--- src/rtl/mod_mult.sv ---
// rtl/mod_mult.sv - iterative Blakley modular multiplier, (A*B) mod M or A^2 mod M
// Optional MOD_MULT_SKIP_ZEROS_EN: start iterating at the most-significant 1 of A.
module mod_mult #(
    parameter int WIDTH = 16
) (
    input  logic             clk_in,
    input  logic             rst_in,
    input  logic             ready_in,
    input  logic             square_in,
    input  logic [WIDTH-1:0] a_in,
    input  logic [WIDTH-1:0] b_in,
    input  logic [WIDTH-1:0] modulus_in,
    output logic [WIDTH-1:0] result_out,
    output logic             busy_out,
    output logic             valid_out,
    output logic             error_out
);

    localparam int IW = $clog2(WIDTH);
    localparam int RW = WIDTH + 2;

    typedef enum logic [1:0] {
        IDLE  = 2'd0,
        CHECK = 2'd1,
        ITER  = 2'd2
    } state_t;

    state_t           state;
    logic [WIDTH-1:0] a_reg;
    logic [WIDTH-1:0] b_reg;
    logic [WIDTH-1:0] m_reg;
    logic [RW-1:0]    r_reg;
    logic [IW-1:0]    idx;
    // Early finish (error, or A==0 when skipping) is reported one cycle after CHECK.
    logic             early_done;
    logic             early_err;

    logic [RW-1:0] m_ext;
    logic [RW-1:0] t_sum;
    logic [RW-1:0] t_once;
    logic [RW-1:0] t_red;
    logic          check_err;

    always_comb begin
        m_ext     = {2'b00, m_reg};
        // R < M keeps 2R + B below 3M, so two conditional subtractions suffice.
        t_sum     = {r_reg[RW-2:0], 1'b0} + (a_reg[idx] ? {2'b00, b_reg} : '0);
        t_once    = (t_sum >= m_ext) ? (t_sum - m_ext) : t_sum;
        t_red     = (t_once >= m_ext) ? (t_once - m_ext) : t_once;
        check_err = (m_reg == '0) || (b_reg >= m_reg);
    end

`ifdef MOD_MULT_SKIP_ZEROS_EN
    logic [IW-1:0] msb_idx;

    always_comb begin
        msb_idx = '0;
        for (int j = 0; j < WIDTH; j++) begin
            if (a_reg[j]) begin
                msb_idx = IW'(j);
            end
        end
    end
`endif

    always_ff @(posedge clk_in) begin
        if (rst_in) begin
            state      <= IDLE;
            a_reg      <= '0;
            b_reg      <= '0;
            m_reg      <= '0;
            r_reg      <= '0;
            idx        <= '0;
            early_done <= 1'b0;
            early_err  <= 1'b0;
            result_out <= '0;
            busy_out   <= 1'b0;
            valid_out  <= 1'b0;
            error_out  <= 1'b0;
        end else begin
            valid_out <= 1'b0;
            error_out <= 1'b0;
            case (state)
                IDLE: begin
                    if (ready_in) begin
                        a_reg    <= a_in;
                        b_reg    <= square_in ? a_in : b_in;
                        m_reg    <= modulus_in;
                        busy_out <= 1'b1;
                        state    <= CHECK;
                    end
                end
                CHECK: begin
                    r_reg      <= '0;
                    early_err  <= check_err;
                    early_done <= check_err;
`ifdef MOD_MULT_SKIP_ZEROS_EN
                    idx <= msb_idx;
                    if (a_reg == '0) begin
                        early_done <= 1'b1;
                    end
`else
                    idx <= IW'(WIDTH - 1);
`endif
                    state <= ITER;
                end
                ITER: begin
                    if (early_done) begin
                        result_out <= '0;
                        error_out  <= early_err;
                        valid_out  <= 1'b1;
                        busy_out   <= 1'b0;
                        early_done <= 1'b0;
                        early_err  <= 1'b0;
                        state      <= IDLE;
                    end else begin
                        r_reg <= t_red;
                        if (idx == '0) begin
                            result_out <= t_red[WIDTH-1:0];
                            valid_out  <= 1'b1;
                            busy_out   <= 1'b0;
                            state      <= IDLE;
                        end else begin
                            idx <= idx - IW'(1);
                        end
                    end
                end
                default: state <= IDLE;
            endcase
        end
    end

endmodule

--- config.mk ---
export PLATFORM = sky130hd
export DESIGN_NAME = mod_mult
export DESIGN_NICKNAME = d
export VERILOG_FILES = /design/src/rtl/mod_mult.sv
export SDC_FILE = /design/constraint.sdc
export NUM_CORES = 1
export LEC_CHECK = 0
export CAP_MARGIN = 40
export CORE_ASPECT_RATIO = 0.9
export CORE_MARGIN = 2
export CORE_UTILIZATION = 40
export DETAILED_ROUTE_END_ITERATION = 8
export GPL_TIMING_DRIVEN = 0
export SLEW_MARGIN = 10
export SYNTH_ARGS = -nofsm -noshare
export SYNTH_HDL_FRONTEND = slang
export SYNTH_SLANG_ARGS = --single-unit
--- constraint.sdc ---
create_clock -name clk_in -period 22 [get_ports clk_in]
set_input_delay 4.4 -clock clk_in [delete_from_list [all_inputs] [get_ports clk_in]]
set_output_delay 4.4 -clock clk_in [all_outputs]
set_load 0.01 [all_outputs]
==> run summary <==
Grt ovf = 0
Worst clock skew = 0.007940 ns
Slew @ Worst Pin = 0.8356 ns
Design area = 8095 sq um
Max cap viols = 0
Final Wtd Congestion = 0.8863
First-pass GRT wire length = 29.24 mm
Worst path required time = 22.23 ns
Buffers on Ports = 69
Synth Area per Inst = 8.252 sq um
Antenna diodes = 0
Setup TNS Final = 0 ns
Fin. Hold Viols = 0
Avg WL per Cell = 16.49 um
Async set-reset flop share out of synthesis = 0%
Residual DRC count = 0
GRT Util Overall = 20.83%
Post-synthesis cell type count = 70
Status = completed
Worst setup margin = 12.16 ns
Top Metal Used = met4
CTS tree = done
CP max FO = 10
First-pass iteration count of the detailed router = 6
Min cycle time layout = 9.842 ns
Most frequent cells in the layout = nand2_1, dfxtp_1, a21oi_1, clkdlybuf4s50_1, ha_1
Worst-path clk slew = 0.07 ns
Critical Path Slowest Stage Cell = mux4_2
Die footprint = 18080 sq um
Hold Crit Depth = 2
Core Rows = 45
EDFF count, synth = 0
Core area = 16780 sq um
Area Overhead vs Synth = 18.91%
Final period utilization = 44.74%
Post-place instance area = 7762 sq um
Initial antenna violation count = 0
# IOs = 71
Syn nets = 947
Max transition margin = 43.87%
Yosys warns = 0
Critical R2R Capture = result_out[3]
Initial drt markers = 384
R2r worst-path depth = 37
Critical path data arrival time = 10.07 ns
Setup slack, reg-to-reg = 12.16 ns
Largest net degree at the start of global routing = 17
Max Root-Sink Buffers = 2
Post-route antenna net violation count = 0
Sink Count = 92
Met2 wire length = 8.429 mm
Vias in the first global route = 5602
Final HPWL DP = 15.21 mm
Post-CTS Setup Inserts = 0
Hold buffers post-CTS = 0
Worst-Skew Late Latency = 0.36 ns
Worst path max stage delay = 0.59 ns
Hold Path Origin = result_out[3]
WL final = 18.48 mm
Fillers = 1684
Initial Util = 40.57%
Hold EP = result_out[3]
Dominant register cell in the synthesized netlist = dfxtp_1
Critical path class = flip-flop to flip-flop
Top cell by count, worst path = a21oi_1
Vias = 6060
Sequential element share of the synthesized area = 27.05%
CP Capture Type = flip-flop
H-Tree Depth = 3
DP Worst Slack = 12.31 ns
Die Ht = 127.8 um
Worst r2r src = idx[0]
CTS buffer count = 9
Commonest non-fill, non-tap cell in the layout = nand2_1
Hold Path Class = flip-flop to flip-flop
Post-CTS sizing = 0
Final nets = 1027
Max Fclk = 0.1016 GHz
Avg Vias per Cell = 5.406
Seq cells post-synth = 92
Layout cell share with drive strength beyond 1 = 5.934%
CP startpoint kind = flip-flop
Met1 wire length = 9.080 mm
Final Setup Violations = 0
Synthesized cell area = 6808 sq um
Die X = 141.5 um
WL met3 = 719 um
Final Max Tran Viols = 0
Flip-flop count of the largest register after layout = 17
Post-Syn Instances = 825
RSZ-0062 raised after global routing = false
Clock root cell = clkbuf_16
layout make-up:
| class | count | area, sq um | area share (%) |
|---|---|---|---|
| inverters | 44 | 165.2 | 2.040 |
| repair buffers | 69 | 690.7 | 8.532 |
| flip-flops and latches | 92 | 1842 | 22.75 |
| multi-input cells | 657 | 4648 | 57.42 |
| well taps | 211 | 264.0 | 3.261 |
| plain buffers | 32 | 152.6 | 1.886 |
| clock inverters | 6 | 93.84 | 1.159 |
| clock buffers | 10 | 239.0 | 2.952 |
how the worst max path moves through the flow:
stage,from,end,slack [ns],cells past startpoint
after CTS,idx[0],result_out[3],12.25,37
after floorplan,idx[0],result_out[4],14.03,36
final,idx[0],result_out[3],12.16,37
after detailed placement,idx[0],r_reg[3],12.31,37
after global placement,idx[0],result_out[3],12.36,37
after global routing,idx[0],result_out[3],11.45,37
synthesized netlist by cell type (all sizes together), types with 9 or more instances:
| cell | count | area, sq um |
|---|---|---|
| a21oi | 83 | 419.2 |
| mux2 | 18 | 251.5 |
| nor3 | 10 | 50.05 |
| nand2 | 118 | 442.9 |
| o21a | 9 | 67.56 |
| a211oi | 20 | 150.1 |
| mux2i | 32 | 320.3 |
| a21o | 14 | 105.1 |
| dfxtp | 92 | 1842 |
| nor2 | 55 | 206.5 |
| and2 | 18 | 112.6 |
| nor2b | 12 | 82.58 |
| ha | 67 | 838.3 |
| a22o | 13 | 113.9 |
| nand3 | 14 | 70.07 |
| o21ai | 44 | 220.2 |
| xnor2 | 25 | 219.0 |
| nor4 | 9 | 62.56 |
| clkbuf | 25 | 93.84 |
| inv | 44 | 165.2 |
critical path, delay by kind of cell (launching register included):
kind                     cells  cell delay (ns)
buffers and inverters        7             1.33
multiplexers                 4             1.85
AND/OR/NAND/NOR              9             1.80
flip-flops                   1             0.31
AO/OA/AOI/OAI               14             3.40
adder cells (fa/ha/maj)      3             0.99
stage by stage:
step / std cells / utilization, % / hold slack, ns
2_1_floorplan: 825 / - / 0.4331
3_3_place_gp: 1105 / 46.26 / 0.4349
3_5_place_dp: 1105 / 46.26 / 0.4406
4_1_cts: 1121 / 48.25 / 0.4491
5_1_grt: 1121 / 48.25 / 0.4638
6_report: 1121 / 48.25 / 0.4459
cells by family after synthesis:
logic type | share of synthesized area, %
and+or+nand+nor | 18.77
AOI/OAI and AO/OA | 22.02
DFF | 27.05
buffers and inverters | 4.668
adders and majority gates | 13.20
muxes | 10.05
xor gates and xnor gates | 4.246
per-layer routing:
layer  track usage [%]  up-vias
met5                 0        -
met1             28.57     2779
met3             3.661       19
met4             5.176        0
li1                  -     3127
met2             34.12      135
Power is not shown: default switching activity piles up to over one toggle a cycle in this logic, so the estimate is an artifact.
